$ cat src/rtl/tcpu_fetch.sv
// TCPU instruction fetch: PC, sync-read imem port, registered IR with one-entry skid.
// Optional TCPU_FETCH_PREDECODE_HALT_EN stops issuing past a fetched halt word.
module tcpu_fetch #(
  parameter int            AW       = 8,
  parameter logic [AW-1:0] RESET_PC = '0
) (
  input  logic          clk,
  input  logic          rst_n,
  input  logic          start,
  output logic          imem_re,
  output logic [AW-1:0] imem_addr,
  input  logic [15:0]   imem_rdata,
  output logic [15:0]   ir,
  output logic          ir_valid,
  output logic [AW-1:0] ir_pc,
  input  logic          stall,
  input  logic          halt,
  input  logic          redirect,
  input  logic [AW-1:0] redirect_pc,
  output logic          halted
);

  typedef enum logic [1:0] {S_IDLE, S_FETCH, S_HALTED} state_t;

  state_t        state;
  logic [AW-1:0] fetch_pc;
  logic [AW-1:0] ret_pc;
  logic [AW-1:0] skid_pc;
  logic [15:0]   skid;
  logic          skid_v;
  logic          inflight;
  logic          in_fetch;
  logic          halt_go;
  logic          ir_free;
  logic          issue_blk;
  logic          issue;

  assign in_fetch = (state == S_FETCH);
  assign halt_go  = in_fetch && halt && ir_valid && !redirect;
  assign ir_free  = !ir_valid || !stall;

`ifdef TCPU_FETCH_PREDECODE_HALT_EN
  logic pd_hit;
  logic pd_block;
  // A returning halt word blocks its own successor's issue in the same cycle.
  assign pd_hit    = inflight && (imem_rdata[15:13] == 3'b000) && !imem_rdata[2] && imem_rdata[0];
  assign issue_blk = pd_block || pd_hit;
`else
  assign issue_blk = 1'b0;
`endif

  // The stall term keeps at most one word buffered: a read returning into a
  // held IR goes to the skid, and nothing else is launched behind it.
  assign issue = in_fetch && !redirect && !halt_go && !skid_v &&
                 !(stall && ir_valid && inflight) && !issue_blk;

  assign imem_re   = issue;
  assign imem_addr = fetch_pc;

  always_ff @(posedge clk or negedge rst_n) begin
    if (!rst_n) begin
      state    <= S_IDLE;
      fetch_pc <= RESET_PC;
      ret_pc   <= '0;
      skid_pc  <= '0;
      skid     <= '0;
      skid_v   <= 1'b0;
      inflight <= 1'b0;
      ir       <= '0;
      ir_valid <= 1'b0;
      ir_pc    <= '0;
      halted   <= 1'b0;
`ifdef TCPU_FETCH_PREDECODE_HALT_EN
      pd_block <= 1'b0;
`endif
    end else begin
      case (state)
        S_IDLE, S_HALTED: begin
          if (start) begin
            state    <= S_FETCH;
            fetch_pc <= RESET_PC;
            halted   <= 1'b0;
`ifdef TCPU_FETCH_PREDECODE_HALT_EN
            pd_block <= 1'b0;
`endif
          end
        end
        S_FETCH: begin
          if (redirect) begin
            // Clearing inflight drops the word currently on imem_rdata.
            fetch_pc <= redirect_pc;
            ir_valid <= 1'b0;
            skid_v   <= 1'b0;
            inflight <= 1'b0;
`ifdef TCPU_FETCH_PREDECODE_HALT_EN
            pd_block <= 1'b0;
`endif
          end else if (halt_go) begin
            state    <= S_HALTED;
            halted   <= 1'b1;
            ir_valid <= 1'b0;
            skid_v   <= 1'b0;
            inflight <= 1'b0;
          end else begin
            inflight <= issue;
            if (issue) begin
              fetch_pc <= fetch_pc + 1'b1;
              ret_pc   <= fetch_pc;
            end
            if (ir_free) begin
              if (skid_v) begin
                ir       <= skid;
                ir_pc    <= skid_pc;
                ir_valid <= 1'b1;
                skid_v   <= inflight;
                if (inflight) begin
                  skid    <= imem_rdata;
                  skid_pc <= ret_pc;
                end
              end else if (inflight) begin
                ir       <= imem_rdata;
                ir_pc    <= ret_pc;
                ir_valid <= 1'b1;
              end else begin
                ir_valid <= 1'b0;
              end
            end else if (inflight) begin
              skid    <= imem_rdata;
              skid_pc <= ret_pc;
              skid_v  <= 1'b1;
            end
`ifdef TCPU_FETCH_PREDECODE_HALT_EN
            if (pd_hit) pd_block <= 1'b1;
`endif
          end
        end
        default: state <= S_IDLE;
      endcase
    end
  end

endmodule

$ cat config.mk
export PLATFORM = sky130hd
export DESIGN_NAME = tcpu_fetch
export DESIGN_NICKNAME = d
export VERILOG_FILES = /design/src/rtl/tcpu_fetch.sv
export SDC_FILE = /design/constraint.sdc
export NUM_CORES = 1
export LEC_CHECK = 0
export CORE_UTILIZATION = 50
export CTS_BUF_LIST = sky130_fd_sc_hd__clkbuf_4 sky130_fd_sc_hd__clkbuf_8
export CTS_CLUSTER_DIAMETER = 80
export CTS_CLUSTER_SIZE = 24
export DETAILED_ROUTE_END_ITERATION = 16
export PLACE_DENSITY_LB_ADDON = 0.3
export SLEW_MARGIN = 25
export SYNTH_ARGS = -nofsm -noshare
export SYNTH_HDL_FRONTEND = slang
export SYNTH_SLANG_ARGS = --single-unit
$ cat constraint.sdc
create_clock -name clk -period 2.2 [get_ports clk]
set_clock_uncertainty 0.05 [all_clocks]
set_input_delay 0.22 -clock clk [delete_from_list [all_inputs] [get_ports clk]]
set_output_delay 0.22 -clock clk [all_outputs]
set_load 0.02 [all_outputs]
==> flow_summary.json, run 1 <==
{
  "grtUsageMet2": 0.326,
  "grt.total_usage": 0.205,
  "postRouteWirelength_um": 6330,
  "fin_tns_setup_ps": 0,
  "grt_use_met3": 0.0667,
  "pwr_density_cell_nw_per_um2": 1400,
  "peakVddDrop_mv": 0.770,
  "grt_pass1_wl_um": 10100,
  "hold_viol": 0,
  "grt_antenna_before_repair": 0,
  "yosysUniqueCellTypes": 42,
  "grt-busiest-layer": "met2",
  "post-dp-hpwl_um": 4290,
  "io_buffers": 64,
  "core_area_um2": 6060,
  "slew_headroom": 0.640,
  "crit_buf_inv": 2,
  "crit_path_cell_trace": "or3b_1 -> a211o_1 -> inv_1 -> dlygate4sd2_1",
  "firstDrtPassIters": 4,
  "end_kind": "primary output",
  "slew_viol_final": 0,
  "start_util": 0.528,
  "syn_area_um2": 3200,
  "worstSetupStartpointType": "flop",
  "wl_per_cell_um": 15.0,
  "io_pins": 65,
  "cts_buffers": 9,
  "cap_violations": 0,
  "final.setup.worst_slack_ps": 93.5,
  "status": "completed",
  "synth_nets": 302,
  "fp.dieArea_um2": 6730,
  "syn_area_per_cell_um2": 11.8,
  "cts_max_level": 3,
  "r2r_end": "imem_addr[5]",
  "ys.warnings.count": 0,
  "gp_congestion": 0.974,
  "die_h_um": 82.0,
  "path_delay_family": "flip-flops",
  "crit_path_top_delay_cell": "dfrtp_1",
  "r2r_cells": 4,
  "syn_inst": 271,
  "cpPeakStageDelay_ps": 400,
  "required_ps": 1930,
  "yosysTopAreaCell": "dfrtp_1",
  "synth_top_cells_by_count": "70 x dfrtp_1, 30 x nor2_1, 28 x a21oi_1, 25 x mux2i_1, 24 x mux2_2",
  "yosysMostFrequentCell": "dfrtp_1",
  "finalPower_mw": 5.85,
  "met1_usage": 0.254,
  "reg2reg_from": "state[0]",
  "tritoncts": "yes",
  "worstPathMaxFanout": 4,
  "cts_buffer_depth": 2,
  "grt_overflow_total": 0,
  "synth-main-ff-cell": "dfrtp_1",
  "vias": 2345,
  "timing.hold.ws_ps": 360,
  "drc": 0,
  "synth_edf_count": 0,
  "hp-class": "input pin to async pin",
  "vias_per_cell": 5.57,
  "synthTopCellsByArea": "dfrtp_1 55%, mux2_2 8.4%, mux2i_1 7.8%",
  "reg2reg_slack_ps": 320,
  "final_antenna_net_count": 0,
  "drtIter0Drc": 190,
  "drive_above_1_share": 0.185,
  "path_clk_slew_ps": 70,
  "critPathKind": "flop to primary output",
  "yosys_register_bits": 70,
  "cts.sinks": 70,
  "final_nets": 372,
  "dpl_worst_slack_ps": -105,
  "fin_cells": 421,
  "synth_top_area_share": 0.547,
  "grt_start_max_net_pins": 50,
  "grt_pass1_vias": 2189,
  "die_w_um": 82.0,
  "ys_seq_area_frac": 0.547,
  "rsz0062_at_grt": "false",
  "postSynth.asyncResetShare": 1.00,
  "min_period_over_period": 0.958,
  "tightest_slew_ps": 540,
  "cts-root-buf": "clkbuf_8",
  "maxClockFrequency_mhz": 475,
  "timing.final.crit_period_ps": 2110,
  "n_antenna_cell": 0,
  "setup_viol": 0,
  "p_leak_nw": 1.84,
  "area.growth.synth_to_final_pct": 30.6,
  "dp.cells": 404,
  "clock_latency_ps": 350,
  "row_count": 28,
  "cp.arrival_ps": 1840
}
==> per-stage QoR <==
stage	instance area [um2]	util
final	4180	0.690
after global routing	4180	0.690
after CTS	4180	0.690
after detailed placement	3960	0.653
after global placement	3960	0.653
after floorplan	3200	-
==> flip-flops by register name (all words and copies together), names as in the netlist <==
| signal | cells |
|---|---|
| skid | 16 |
| imem_addr | 8 |
| state | 2 |
| ir | 16 |
| skid_pc | 8 |
| inflight | 1 |
| ret_pc | 8 |
| ir_valid | 1 |
| skid_v | 1 |
| halted | 1 |
| ir_pc | 8 |
==> cell type report <==
type	count	area (um2)
Tap cell	75	93.8
Multi-Input combinational cell	180	1350
Inverter	3	11.3
Fill cell	450	1880
Clock buffer	10	131
Sequential cell	70	1750
Timing Repair Buffer	77	759
Clock inverter	6	86.3
==> placed cells by master, fill, tap and decap left out, types with 2 or more instances in the layout <==
| cell type | instances |
|---|---|
| nand2_1 | 5 |
| or4_1 | 2 |
| dfrtp_1 | 70 |
| and3_1 | 4 |
| nor4_1 | 2 |
| clkbuf_8 | 9 |
| buf_4 | 10 |
| a21oi_1 | 28 |
| nand3_1 | 3 |
| o211ai_1 | 2 |
| nor2b_1 | 2 |
| buf_12 | 2 |
| mux2i_1 | 25 |
| nor2_1 | 30 |
| clkdlybuf4s50_1 | 62 |
| bufinv_16 | 2 |
| nor3b_1 | 2 |
| a21o_1 | 4 |
| clkinv_2 | 2 |
| mux2_2 | 24 |
| nand2b_1 | 3 |
| a41oi_1 | 3 |
| o21ai_0 | 6 |
| inv_1 | 3 |
| and2_1 | 2 |
| a211o_1 | 2 |
| o31ai_1 | 8 |
| mux2_4 | 8 |
==> worst register-to-register path, delay by kind of cell, from the launching register on <==
kind	cells	cell delay, ps
flip-flops	1	390
AO/OA/AOI/OAI	2	490
AND/OR/NAND/NOR	2	840
==> how the worst max path moves through the flow <==
stage                         from       to  slack (ps)  depth (start not counted)
after floorplan           ir_valid  skid[0]         450                          4
after global placement    redirect  imem_re         -90                          5
after detailed placement  redirect  imem_re        -110                          5
after CTS                 state[1]  imem_re          70                          4
after global routing      state[0]  imem_re          10                          4
final                     state[1]  imem_re          90                          4
==> cells by family (layout without fill, tap and decap cells) <==
kind of cell,after synthesis,after routing,synth area share
DFF,70,70,0.547
and+or+nand+nor,63,63,0.0981
AOI/OAI and AO/OA,59,59,0.117
muxes,57,57,0.200
buffers and inverters,21,96,0.0340
adders and majority gates,1,1,0.00391
==> report_power, final <==
group	internal [mW]	total [mW]	switching [mW]
Sequential	1.87	2.30	0.428
Clock	0.649	1.12	0.476
Combinational	1.25	2.43	1.18
==> layer usage <==
layer	up-vias	wire length, um
met5	-	0
met4	0	110
met3	11	420
met2	89	2920
met1	1127	2890
li1	1118	-
==> timing repair <==
action	4_1_cts	5_1_grt
resized for setup	1	0
hold buffers	1	0
endpoints found under the hold margin	70	0
setup buffers	0	0
setup endpoints to repair	1	0
No activity file was read; power rests on OpenSTA's default activity.
==> run 2: changes to the inputs <==
--- a/config.mk
+++ b/config.mk
@@ -10,7 +10,7 @@
 export CTS_CLUSTER_DIAMETER = 80
 export CTS_CLUSTER_SIZE = 24
 export DETAILED_ROUTE_END_ITERATION = 16
-export PLACE_DENSITY_LB_ADDON = 0.3
+export PLACE_DENSITY = 0.74
 export SLEW_MARGIN = 25
 export SYNTH_ARGS = -nofsm -noshare
 export SYNTH_HDL_FRONTEND = slang
==> run 2 against run 1 <==
- register-to-register slack improved by 50 ps
- count of clock-buffer cells in the layout shrank 1
- core utilization fell by 0.35 points
- critical endpoint unchanged
- hold slack improved by 48 ps
- largest cell class unchanged
- wire length down 1.6%
- total power fell by 2.6%
- maximum frequency is 0.90% higher
- non-clock buffer count is 1 higher
- clock power decreased by 16%
- highest routed layer unchanged
- first-iteration DRC count shrank 42%
- sequential cell count unchanged
==> flow_summary.json, run 2 (synthesized netlist as in run 1, its figures left out) <==
{
  "grt_pass1_vias": 2234,
  "drtIter0Drc": 111,
  "fill_cells": 463,
  "layout_common_cells": "70 x dfrtp_1, 62 x clkdlybuf4s50_1, 30 x nor2_1",
  "end_kind": "primary output",
  "wl_per_cell_um": 14.8,
  "grt_overflow_total": 0,
  "final_nets": 373,
  "fp.dieArea_um2": 6730,
  "cts_max_level": 3,
  "peakVddDrop_mv": 0.774,
  "postRouteWirelength_um": 6230,
  "row_count": 28,
  "setup_viol": 0,
  "grt.total_usage": 0.205,
  "critPathKind": "flop to primary output",
  "area.growth.synth_to_final_pct": 29.9,
  "cts-root-buf": "clkbuf_8",
  "grt_start_max_net_pins": 71,
  "pwr_density_cell_nw_per_um2": 1370,
  "crit_path_cell_trace": "or3b_1 -> a211o_1 -> inv_1 -> dlygate4sd2_1",
  "reg.largest.list": "ir: 16 flops, skid: 16 flops",
  "gp_congestion": 0.868,
  "crit_buf_inv": 2,
  "rsz0062_at_grt": "false",
  "worstSetupStartpointType": "flop",
  "n_antenna_cell": 0,
  "r2r_cells": 4,
  "slew_headroom": 0.674,
  "timing.final.crit_period_ps": 2090,
  "cpPeakStageDelay_ps": 400,
  "io_buffers": 64,
  "worstPathMaxFanout": 4,
  "reg2reg_from": "state[0]",
  "r2r_end": "imem_addr[5]",
  "drc": 0,
  "vias_per_cell": 5.44,
  "min_period_over_period": 0.949,
  "cp.arrival_ps": 1820,
  "die_w_um": 82.0,
  "reg2reg_slack_ps": 370,
  "io_pins": 65,
  "tightest_slew_ps": 489,
  "final_antenna_net_count": 0,
  "start_util": 0.528,
  "grt_pass1_wl_um": 10300,
  "post_cts_buffers": 0,
  "cts.sinks": 70,
  "maxClockFrequency_mhz": 479,
  "crit_path_top_delay_cell": "dfrtp_1",
  "drive_above_1_share": 0.183,
  "post-dp-hpwl_um": 4150,
  "path_clk_slew_ps": 70,
  "grt_antenna_before_repair": 0,
  "die_h_um": 82.0,
  "status": "completed",
  "required_ps": 1930,
  "fin_util": 0.686,
  "hold_viol": 0,
  "clock_latency_ps": 330,
  "fin_tns_setup_ps": 0,
  "cap_violations": 0,
  "hp-class": "input pin to async pin",
  "final_common_cell": "dfrtp_1",
  "p_leak_nw": 1.83,
  "vias": 2286,
  "tritoncts": "yes",
  "cts_buffer_depth": 2,
  "firstDrtPassIters": 4,
  "slew_viol_final": 0,
  "core_area_um2": 6060,
  "path_delay_family": "flip-flops",
  "cts_buffers": 9
}
## run 2: worst min-delay path: cells and delay by family
family	cells	cell delay [ps]
buffers and inverters	3	970
## run 2: worst max-delay path by stage
stage               startpoint      end  slack [ps]  depth (start not counted)
global route          state[1]  imem_re           3                          4
floorplan             ir_valid  skid[0]         450                          4
global placement      redirect  imem_re        -100                          5
CTS                   state[1]  imem_re          80                          4
detailed placement    redirect  imem_re        -100                          5
finish                state[1]  imem_re         110                          4
## run 2: per-layer routing
metal  track usage  part of all wire
met1         0.268              0.47
met2         0.336              0.47
met3        0.0500             0.060
met4        0.0596            0.0016
met5             0                 0
## run 2: where the power goes
group          total [mW]  internal (mW)  switching, mW
Clock               0.945          0.505          0.440
Combinational        2.47           1.27           1.20
Sequential           2.28           1.87          0.413
Total                5.70           3.65           2.05
## run 2: timing repair
action                                 4_1_cts  5_1_grt
hold buffers                                 1        0
resized for setup                            1        0
endpoints found under the hold margin       70        0
setup endpoints to repair                    1        0
## run 2: metrics by stage
step | instance area [um2] | instances | total power, mW | worst slack [ps] | hold WS, ps
final | 4160 | 420 | 5.70 | 112 | 408
after global routing | 4160 | 420 | 6.10 | 2.90 | 455
after CTS | 4160 | 420 | 5.76 | 75.4 | 406
after detailed placement | 3980 | 405 | 4.80 | -100 | 222
after global placement | 3980 | 405 | 4.71 | -98.2 | 221
after floorplan | 3200 | 271 | 3.75 | 448 | -126
## run 2: final cells by class
type | instances | area [um2] | area share
Timing Repair Buffer | 78 | 779 | 0.187
Clock inverter | 5 | 52.6 | 0.0126
Tap cell | 75 | 93.8 | 0.0226
Clock buffer | 9 | 124 | 0.0298
Sequential cell | 70 | 1750 | 0.421
Inverter | 3 | 11.3 | 0.00271
Multi-Input combinational cell | 180 | 1350 | 0.324
